## src/rtl/pc_unit.sv

```systemverilog
// pc_unit: MIPS fetch-stage program counter with stall, redirect, trap and fetch handshake
module pc_unit #(
   parameter int               WIDTH        = 32,
   parameter int               STEP         = 4,
   parameter logic [WIDTH-1:0] RESET_VECTOR = '0,
   parameter logic [WIDTH-1:0] TRAP_VECTOR  = WIDTH'(32'h0000_0180),
   parameter int               REGION_BITS  = 4
) (
   input  logic                   i_clk,
   input  logic                   i_rst_n,
   input  logic                   i_stall,
   input  logic                   i_fetch_ready,
   input  logic                   i_redirect_valid,
   input  logic [WIDTH-1:0]       i_redirect_pc,
   input  logic                   i_trap,
   output logic                   o_fetch_valid,
   output logic [WIDTH-1:0]       o_pc_out,
   output logic [WIDTH-1:0]       o_pc_plus,
   output logic [REGION_BITS-1:0] o_pc_region,
   output logic                   o_redirect_pending
);
   typedef enum logic {BOOT, RUN} state_t;
   // Clears the low log2(STEP) bits so redirect targets are always step-aligned
   localparam logic [WIDTH-1:0] ALIGN_MASK = ~(WIDTH'(STEP) - WIDTH'(1));
   state_t           r_state;
   logic [WIDTH-1:0] r_pc;
   logic [WIDTH-1:0] r_pend_pc;
   logic             r_pending;
   logic             r_fetch_valid;
   logic             w_advance;
   logic [WIDTH-1:0] w_redir;
   // Advance qualifier and aligned redirect target
   always_comb begin
      w_advance = i_fetch_ready & ~i_stall;
      w_redir   = i_redirect_pc & ALIGN_MASK;
   end
   // Boot/run FSM holding the PC and the pending redirect; trap outranks advance, live redirect outranks pending
   always_ff @(posedge i_clk or negedge i_rst_n) begin
      if (!i_rst_n) begin
         r_state       <= BOOT;
         r_pc          <= RESET_VECTOR;
         r_pend_pc     <= '0;
         r_pending     <= 1'b0;
         r_fetch_valid <= 1'b0;
      end else begin
         case (r_state)
            BOOT: begin
               r_state       <= RUN;
               r_fetch_valid <= 1'b1;
            end
            default: begin
               if (i_trap) begin
                  r_pc      <= TRAP_VECTOR;
                  r_pending <= 1'b0;
               end else if (w_advance) begin
                  r_pc      <= i_redirect_valid ? w_redir : r_pending ? r_pend_pc : r_pc + WIDTH'(STEP);
                  r_pending <= 1'b0;
               end else if (i_redirect_valid) begin
                  r_pend_pc <= w_redir;
                  r_pending <= 1'b1;
               end
            end
         endcase
      end
   end
   // Derived outputs are combinational from the registered PC
   always_comb begin
      o_fetch_valid      = r_fetch_valid;
      o_pc_out           = r_pc;
      o_pc_plus          = r_pc + WIDTH'(STEP);
      o_pc_region        = r_pc[WIDTH-1 -: REGION_BITS];
      o_redirect_pending = r_pending;
   end
endmodule

```

## config.mk

```make
export PLATFORM = sky130hd
export DESIGN_NAME = pc_unit
export DESIGN_NICKNAME = d
export VERILOG_FILES = /design/src/rtl/pc_unit.sv
export SDC_FILE = /design/constraint.sdc
export NUM_CORES = 1
export LEC_CHECK = 0
export CORE_ASPECT_RATIO = 1.25
export CORE_MARGIN = 2
export CORE_UTILIZATION = 40
export CTS_CLUSTER_SIZE = 20
export DETAILED_ROUTE_END_ITERATION = 8
export HOLD_SLACK_MARGIN = 0.02
export PLACE_DENSITY = 0.69
export SYNTH_ARGS = -nofsm -noshare
export SYNTH_HDL_FRONTEND = slang
export SYNTH_SLANG_ARGS = --single-unit
```

## constraint.sdc

```tcl
create_clock -name i_clk -period 2.24 [get_ports i_clk]
set_input_delay 0.448 -clock i_clk [delete_from_list [all_inputs] [get_ports i_clk]]
set_output_delay 0.448 -clock i_clk [all_outputs]
set_load 0.01 [all_outputs]
```

## After elaboration in Yosys (flattened, before gate mapping)

Cells that the tools add are included.

- Add/sub/neg operators: 1
- Multiplexer cells: 7
- Bitwise logic cells: 4
- Reduce and logical (&&, ||, !) cells: 5

Operators with widths:

| kind | count |
|---|---|
| $mux 32 | 4 |
| $add 32x3->32 const B | 1 |
| $reduce_and 2->1 | 2 |
| $reduce_and 4->1 | 1 |
| $mux 1 | 3 |
| $not 1->1 | 3 |
| $reduce_bool 3->1 | 1 |
| $reduce_bool 2->1 | 1 |
| $and 1x1->1 | 1 |

- Flip-flop bits (word level): 65
- Output and inout port bits: 70

## Longest topological paths before layout

- Word-level depth: 5
- Mapped depth: 7

## Least setup slack after synthesis

OpenSTA, ideal clock, no wires.

- Path type: register to output
- From: register r_pc[2] (netlist: o_pc_out[2])
- To: output port o_pc_plus[14]
- Arrival time: 1680 ps
- Required time: 1792 ps
- Slack: 112 ps
- Stages on the path, launching flop included: 7
- Path buffers: 1
- Cell sequence: dfrtp_1 > ha_1 > and4_1 > and3_1 > buf_2 > and3_1 > xor2_1

- Word-level cells in the longest chain between the ends: 1

RTL lines:

| what | line | source |
|---|---|---|
| start: declaration | 26 | `logic [WIDTH-1:0] r_pc;` |
| start signal: assignment | 56 | `r_pc <= i_redirect_valid ? w_redir : r_pending ? r_pend_pc : r_pc + WIDTH'(STEP);` |
| $add 32x3->32 | 70 | `o_pc_plus = r_pc + WIDTH'(STEP);` |
| end: declaration | 18 | `output logic [WIDTH-1:0] o_pc_plus,` |

No other way between the ends.

## Final worst setup path

- From: register r_pc[3] (netlist: o_pc_out[3])
- To: output port o_pc_plus[23]

The elaborated chain is that of the path after synthesis.

==> results.toml <==
[outcome]
outcome = "finished with violations"
violations = "setup timing"

[routing]
ant_nets = 0
wire_per_inst_um = 19.0
num_vias = 4100
drtPass1Iterations = 5
drt_iter0_markers = 355
wl_mm = 13.6
via_per_inst = 5.74
route.detailed.drc = 0

[sta]
max_freq_ghz = 0.412
slew_headroom_pct = 37.5
post-route-period-util_pct = 108
setup_ws_ps = -188
slew_violations = 0
finalCriticalPeriod_ps = 2430
clock_skew_ps = 7.24
hold_viol = 0
rsz0062_at_grt = "true"
setup_viol = 18
tightest_slew_ps = 935

[floorplan]
die_h_um = 113
die-area_um2 = 10300
initial_utilization_pct = 41.4
ios = 108
coreArea_um2 = 9170
die_w_um = 91.1
rows = 39

[clock_tree]
cts_made_buffers = 9
path_clk_slew_ps = 50
h-tree-depth = 3
cts-root-buf = "clkbuf_16"
cts_tree = "built"
ctsHoldBuffers = 0
clk_latency_ps = 330
cts.sinks = 63
clockBufferDepth = 2

[run]
maxCapViolCount = 0

[logic_synthesis]
synth_ff_type = "dfrtp_1"
ys.warnings.count = 0
seq_area_frac_synth_pct = 41.6
netlist_instances = 391
synth_edf_count = 0
yosys.cell_types.count = 62
ys_seq_elements = 63
async_flop_share_pct = 100
syn_avg_cell_area_um2 = 9.70
netlist_area_um2 = 3790

[setup_path]
worst_setup_path_end_kind = "output port"
path_class = "reg2out"
worst-path-max-fanout = 3
crit_required_ps = 1790
cp.arrival_ps = 1980
crit_path_start_kind = "flip-flop"

[layout]
final_cell_area_um2 = 6140
final_util_pct = 66.9
drive_above_1_share_pct = 39.6
final_cell_mix = "buf_4 (102), clkdlybuf4s50_1 (72), dfrtp_1 (62)"
seqCellArea_um2 = 1580
nFillCells = 751
mostFrequentLayoutCell = "buf_4"
syn2layout_area_growth_pct = 61.8
fin_cells = 714
fin_nets = 625
multiInputGateArea_um2 = 2290
n_antenna_cell = 0

[power_and_ir_drop]
powerDensity_nw_per_um2 = 650
p_leak_nw = 2.83
max-vdd-ir-drop_uv = 427

[hold_path]
hold_class = "in2async"

[grt]
antenna_found_initial = 0
grt_pass1_wl_mm = 21.3
grt_start_max_net_pins = 39
overflow = 0
first_global_vias = 4303
grt_usage_pct = 26.2

[placement]
place.gp.congestion = 0.891
port_buffers = 101
placedCellCount = 670
hpwl_mm = 9.16
dpl_worst_slack_ps = -224
placed_area_um2 = 5440
## power by group
part	internal, mW	switching [mW]	total (mW)	leakage [nW]
clock	0.949	0.497	1.45	0.156
combinational	0.594	0.515	1.11	1.90
sequential	1.32	0.117	1.43	0.777
total	2.86	1.13	3.99	2.83
## logic make-up after synthesis
group	synth area share, %
other cells	0.198
flops	41.6
simple gates	17.5
xor+xnor	6.46
mux	9.70
compound gates	18.7
fa+ha+maj	0.330
buf+inv	5.47
## routing by layer
| layer | part of all wire, % | vias up | global-route usage [%] | wire (um) |
|---|---|---|---|---|
| met5 | 0 | - | 0 | 0 |
| met4 | 3.2 | 0 | 13.3 | 438 |
| met3 | 6.5 | 42 | 5.33 | 876 |
| met2 | 52 | 229 | 45.7 | 7010 |
| met1 | 39 | 2001 | 30.5 | 5250 |
| li1 | - | 1828 | - | - |
## synthesized netlist by cell type (9+ instances only)
cell	instances	area share [%]
a22o_1	12	2.8
nand4_1	9	1.5
buf_4	10	2.0
nand3_1	19	2.5
nand2_1	19	1.9
xnor2_1	19	4.4
mux2_2	30	8.9
o21ai_0	15	2.0
xor2_1	9	2.1
a21oi_1	21	2.8
dfrtp_1	63	42
o22ai_1	11	1.8
nor2_1	33	3.3
clkbuf_1	15	1.5
## through the flow
step	power [mW]	TNS [ps]	hold slack, ps
4_1_cts	3.97	-931	153
5_1_grt	4.14	-2930	183
3_3_place_gp	2.48	-3170	457
6_report	3.99	-1350	139
3_5_place_dp	2.52	-3800	453
2_1_floorplan	1.93	0	152
## what timing repair did
action | CTS | global route
gates resized for setup | 149 | 15
buffers inserted | 25 | 5
setup endpoints to repair | 28 | 26
pin swaps | 34 | 17
cloned | 1 | 0
## worst max-delay path, cell delays in order (launching register included)
cell     delay (ps)
dfrtp_1         380
buf_6           120
nand4_4         100
buf_6           150
nor3_4          220
buf_4           160
nand4_1         130
xnor2_1         230
buf_2           170
## sequential cells by signal, indices dropped and copies added (netlist names)
register and flops:
r_pend_pc 30, o_fetch_valid 1, o_redirect_pending 1, o_pc_out 30, r_state 1
## cell type report
type | count | share of cell area [%]
Tap cell | 123 | 2.51
Inverter | 7 | 0.428
Multi-Input combinational cell | 291 | 37.3
Sequential cell | 63 | 25.7
Timing Repair Buffer | 214 | 29.0
Clock inverter | 3 | 0.652
Clock buffer | 13 | 4.40
## final timing paths
path | start | to | slack [ps] | cells past startpoint
setup / recovery | o_pc_out[3]$_DFFE_PN0P_ | o_pc_plus[23] | -190 | 8
hold / removal | i_rst_n | r_pend_pc[9]$_DFFE_PN0P_ | 140 | 1
setup reg to reg | o_pc_out[3]$_DFFE_PN0P_ | o_pc_out[23]$_DFFE_PN0P_ | 80 | 11
hold reg to reg | o_fetch_valid$_DFFE_PN0N_ | o_fetch_valid$_DFFE_PN0N_ | 470 | 1
max in group asynchronous | i_rst_n | o_pc_out[4]$_DFFE_PN0P_ | 1460 | 2
min in group i_clk | o_fetch_valid$_DFFE_PN0N_ | o_fetch_valid$_DFFE_PN0N_ | 470 | 1
(Power assumes the default switching activity.)
==> RTL edit: new RTL, same flow settings <==
Change the parameter `WIDTH` from 32 to 48.
--- a/src/rtl/pc_unit.sv
+++ b/src/rtl/pc_unit.sv
@@ -1,6 +1,6 @@
 // pc_unit: MIPS fetch-stage program counter with stall, redirect, trap and fetch handshake
 module pc_unit #(
-   parameter int               WIDTH        = 32,
+   parameter int               WIDTH        = 48,
    parameter int               STEP         = 4,
    parameter logic [WIDTH-1:0] RESET_VECTOR = '0,
    parameter logic [WIDTH-1:0] TRAP_VECTOR  = WIDTH'(32'h0000_0180),
Interface: changed (resized i_redirect_pc, o_pc_out and o_pc_plus); port bits go from 108 to 156. The function was not compared with the original's and may differ.
==> RTL edit against the original RTL <==
  * The run still ends with setup timing left
  * First-iteration DRC count is 51% higher
  * Final cell count is 58% higher
  * Area after synthesis up 52%
  * Synthesized cell count up 52%
  * Wire length is 78% higher
  * Total power is 37% higher
  * Worst setup slack got worse by 0.33 ns
  * Design area rose by 63%
  * Maximum frequency fell by 12%
  * Sequential cell count increased by 32
  * Critical path type unchanged
  * Largest cell class unchanged
==> RTL edit: results (changes against the original RTL) <==
Synth
  – Most area-consuming cells after synthesis: sky130_fd_sc_hd__dfrtp_1 (41%), sky130_fd_sc_hd__mux2_2 (8.6%), sky130_fd_sc_hd__xnor2_1 (4.9%), sky130_fd_sc_hd__nand4_1 (2.9%), sky130_fd_sc_hd__a22o_1 (2.9%)
  – Unique cell type count in the Yosys netlist: 66 (+6.5%)
  – Share of the synthesized netlist area taken by xor and xnor gates: 6.54% (+0.079 points)
  – Part of the Yosys area used for sequential elements: 41.3% (-0.25 points)
  – Average size of a mapped cell: 9.71 um^2 (about the same)
  – Most common library cells after synthesis: sky130_fd_sc_hd__dfrtp_1 (95), sky130_fd_sc_hd__mux2_2 (44), sky130_fd_sc_hd__nand2_1 (42), sky130_fd_sc_hd__nor2_1 (39), sky130_fd_sc_hd__xnor2_1 (32)
  – Post-Synth Adder-Cell Area: 0.217% (-0.11 points)
  – Multiplexer share of the synthesized area: 10.2% (+0.48 points)
  – Synthesized-area fraction occupied by ao, oa, aoi and oai cells: 17.6% (-1.1 points)

Critical path
  – Register-to-register setup slack: -0.35 ns (-0.43 ns)
  – CP delay by family, top: simple AND/OR/NAND/NOR gates
  – Arrival time of data at the critical path endpoint: 2.31 ns (+0.33 ns)
  – Stage delay of the slowest cell on the critical path: 0.63 ns (+0.25 ns)
  – Max stage delay cell, worst path: sky130_fd_sc_hd__or4_4
  – Maximum fanout encountered on the critical timing path: 3 (unchanged)

Global route
  – Total global-route track usage: 29.2% (+3.0 points)
  – Maximum number of pins on one net before global-route repair: 38 (-2.6%)
  – First-pass GRT wire length: 36000 um (+68%)
  – Number of global-route vias before repair: 6609 (+54%)

STA
  – Total of endpoints with negative setup slack in the final report: 44 (+26)
  – Setup ws final: -0.519 ns (-0.331 ns)
  – Final TNS setup: -11.92 ns (-10.57 ns)
  – Post-Route Skew: 0.00973 ns (+0.00249 ns)
  – Worst slew margin relative to its limit: 65.6% (+28 points)

Detailed routing
  – Iteration-0 DRC Markers: 535 (+51%)
  – Mean routed wirelength per cell: 21.5 um (+13%)
  – Post-detailed-route via-to-cell ratio: 5.98 (+4.2%)

Power
  – Leakage: 4.71 nW (+66%)
  – Peak supply drop: 0.351 mV (-18%)

Clocking
  – Insertion delay to the later sink of the worst-skew pair: 0.35 ns (+0.02 ns)
  – Clk root buf: sky130_fd_sc_hd__clkbuf_16
  – Clock input transition at the sequential cells of the worst setup and hold paths: 0.08 ns (+0.03 ns)

Placed design
  – IO buf count: 149 (+48%)
  – Final GP Congestion: 0.913 (+2.5%)
  – Placed Area: 0.00855 mm^2 (+57%)
  – Half-perimeter wire length after detailed placement: 15700 um (+71%)

Cells and area
  – Layout cells sized above 1: 44.6% (+5.0 points)
  – Final antenna diode count: 0 (unchanged)
  – Fin cells: 1129 (+58%)
  – Layout Nets: 1001 (+60%)

Status
  – Violations in the final reports: setup timing
  – Result of the run: complete, but fails checks
-- RTL edit: power breakdown --
part,leakage [nW],switching (mW),internal [mW]
Sequential,1.18,0.190,1.97
Clock,0.148,0.756,0.884
Combinational,3.38,0.763,0.887
-- RTL edit: worst register-to-register path, cell delays in order, from the launching register on --
cell and delay (ns):
sky130_fd_sc_hd__dfrtp_1 0.38, sky130_fd_sc_hd__buf_6 0.13, sky130_fd_sc_hd__ha_4 0.15, sky130_fd_sc_hd__nand3_4 0.09
sky130_fd_sc_hd__nor4_4 0.27, sky130_fd_sc_hd__buf_4 0.19, sky130_fd_sc_hd__nand4_1 0.15, sky130_fd_sc_hd__buf_4 0.17
sky130_fd_sc_hd__buf_4 0.12, sky130_fd_sc_hd__buf_4 0.12, sky130_fd_sc_hd__buf_4 0.12, sky130_fd_sc_hd__buf_4 0.12
sky130_fd_sc_hd__buf_4 0.12, sky130_fd_sc_hd__buf_4 0.13, sky130_fd_sc_hd__a21oi_2 0.11, sky130_fd_sc_hd__a2bb2oi_1 0.16
-- RTL edit: per-layer routing --
metal	part of all wire (%)	global-route usage, %	up-vias
met5	0	0	-
met4	3.2	9.75	0
met3	7.6	5.39	78
met2	50	50.1	385
met1	39	37.2	3367
li1	-	-	2927
-- RTL edit: area by class of cell --
cell class,instances,area (um^2)
sequential,95,2380
multi-input combinational,442,3670
inverter,14,52.6
clock inverter,7,80.1
tap,178,223
clock buffer,9,225
fill,1000,4200
timing repair buffer,384,3390
-- RTL edit: timing repair --
item                       CTS  global route
buffers inserted            49            45
setup endpoints to repair   44            50
pin swaps                   53            65
gates cloned                 1             0
resized for setup          263            55
-- RTL edit: logic make-up (layout without fill, tap and decap cells) --
logic type      after synthesis  in the layout
flops                        95             95
compound gates              140            140
xor+xnor                     43             43
fa+ha+maj                     1              1
simple gates                200            200
mux                          53             53
other cells                   2              5
buf+inv                      59            414
-- RTL edit: path summary, 6_finish.rpt --
kind                          startpoint             to  cells after the start
min reg2reg                r_pend_pc[40]  r_pend_pc[40]                      2
max                          o_pc_out[3]  o_pc_plus[43]                      6
min in group i_clk         r_pend_pc[40]  r_pend_pc[40]                      2
max reg2reg                  o_pc_out[3]   o_pc_out[42]                     15
max in group asynchronous        i_rst_n   o_pc_out[11]                      2
min                              i_rst_n   o_pc_out[15]                      1
-- RTL edit: stage by stage --
stage	hold slack, ns	total power [mW]	utilization [%]	worst slack (ns)
2_1_floorplan	0.152	2.83	-	-0.0349
3_3_place_gp	0.440	3.65	60.1	-0.456
3_5_place_dp	0.444	3.70	60.1	-0.526
4_1_cts	0.0761	5.34	67.1	-0.438
5_1_grt	0.0851	5.64	70.4	-0.554
6_report	0.0515	5.45	70.4	-0.519
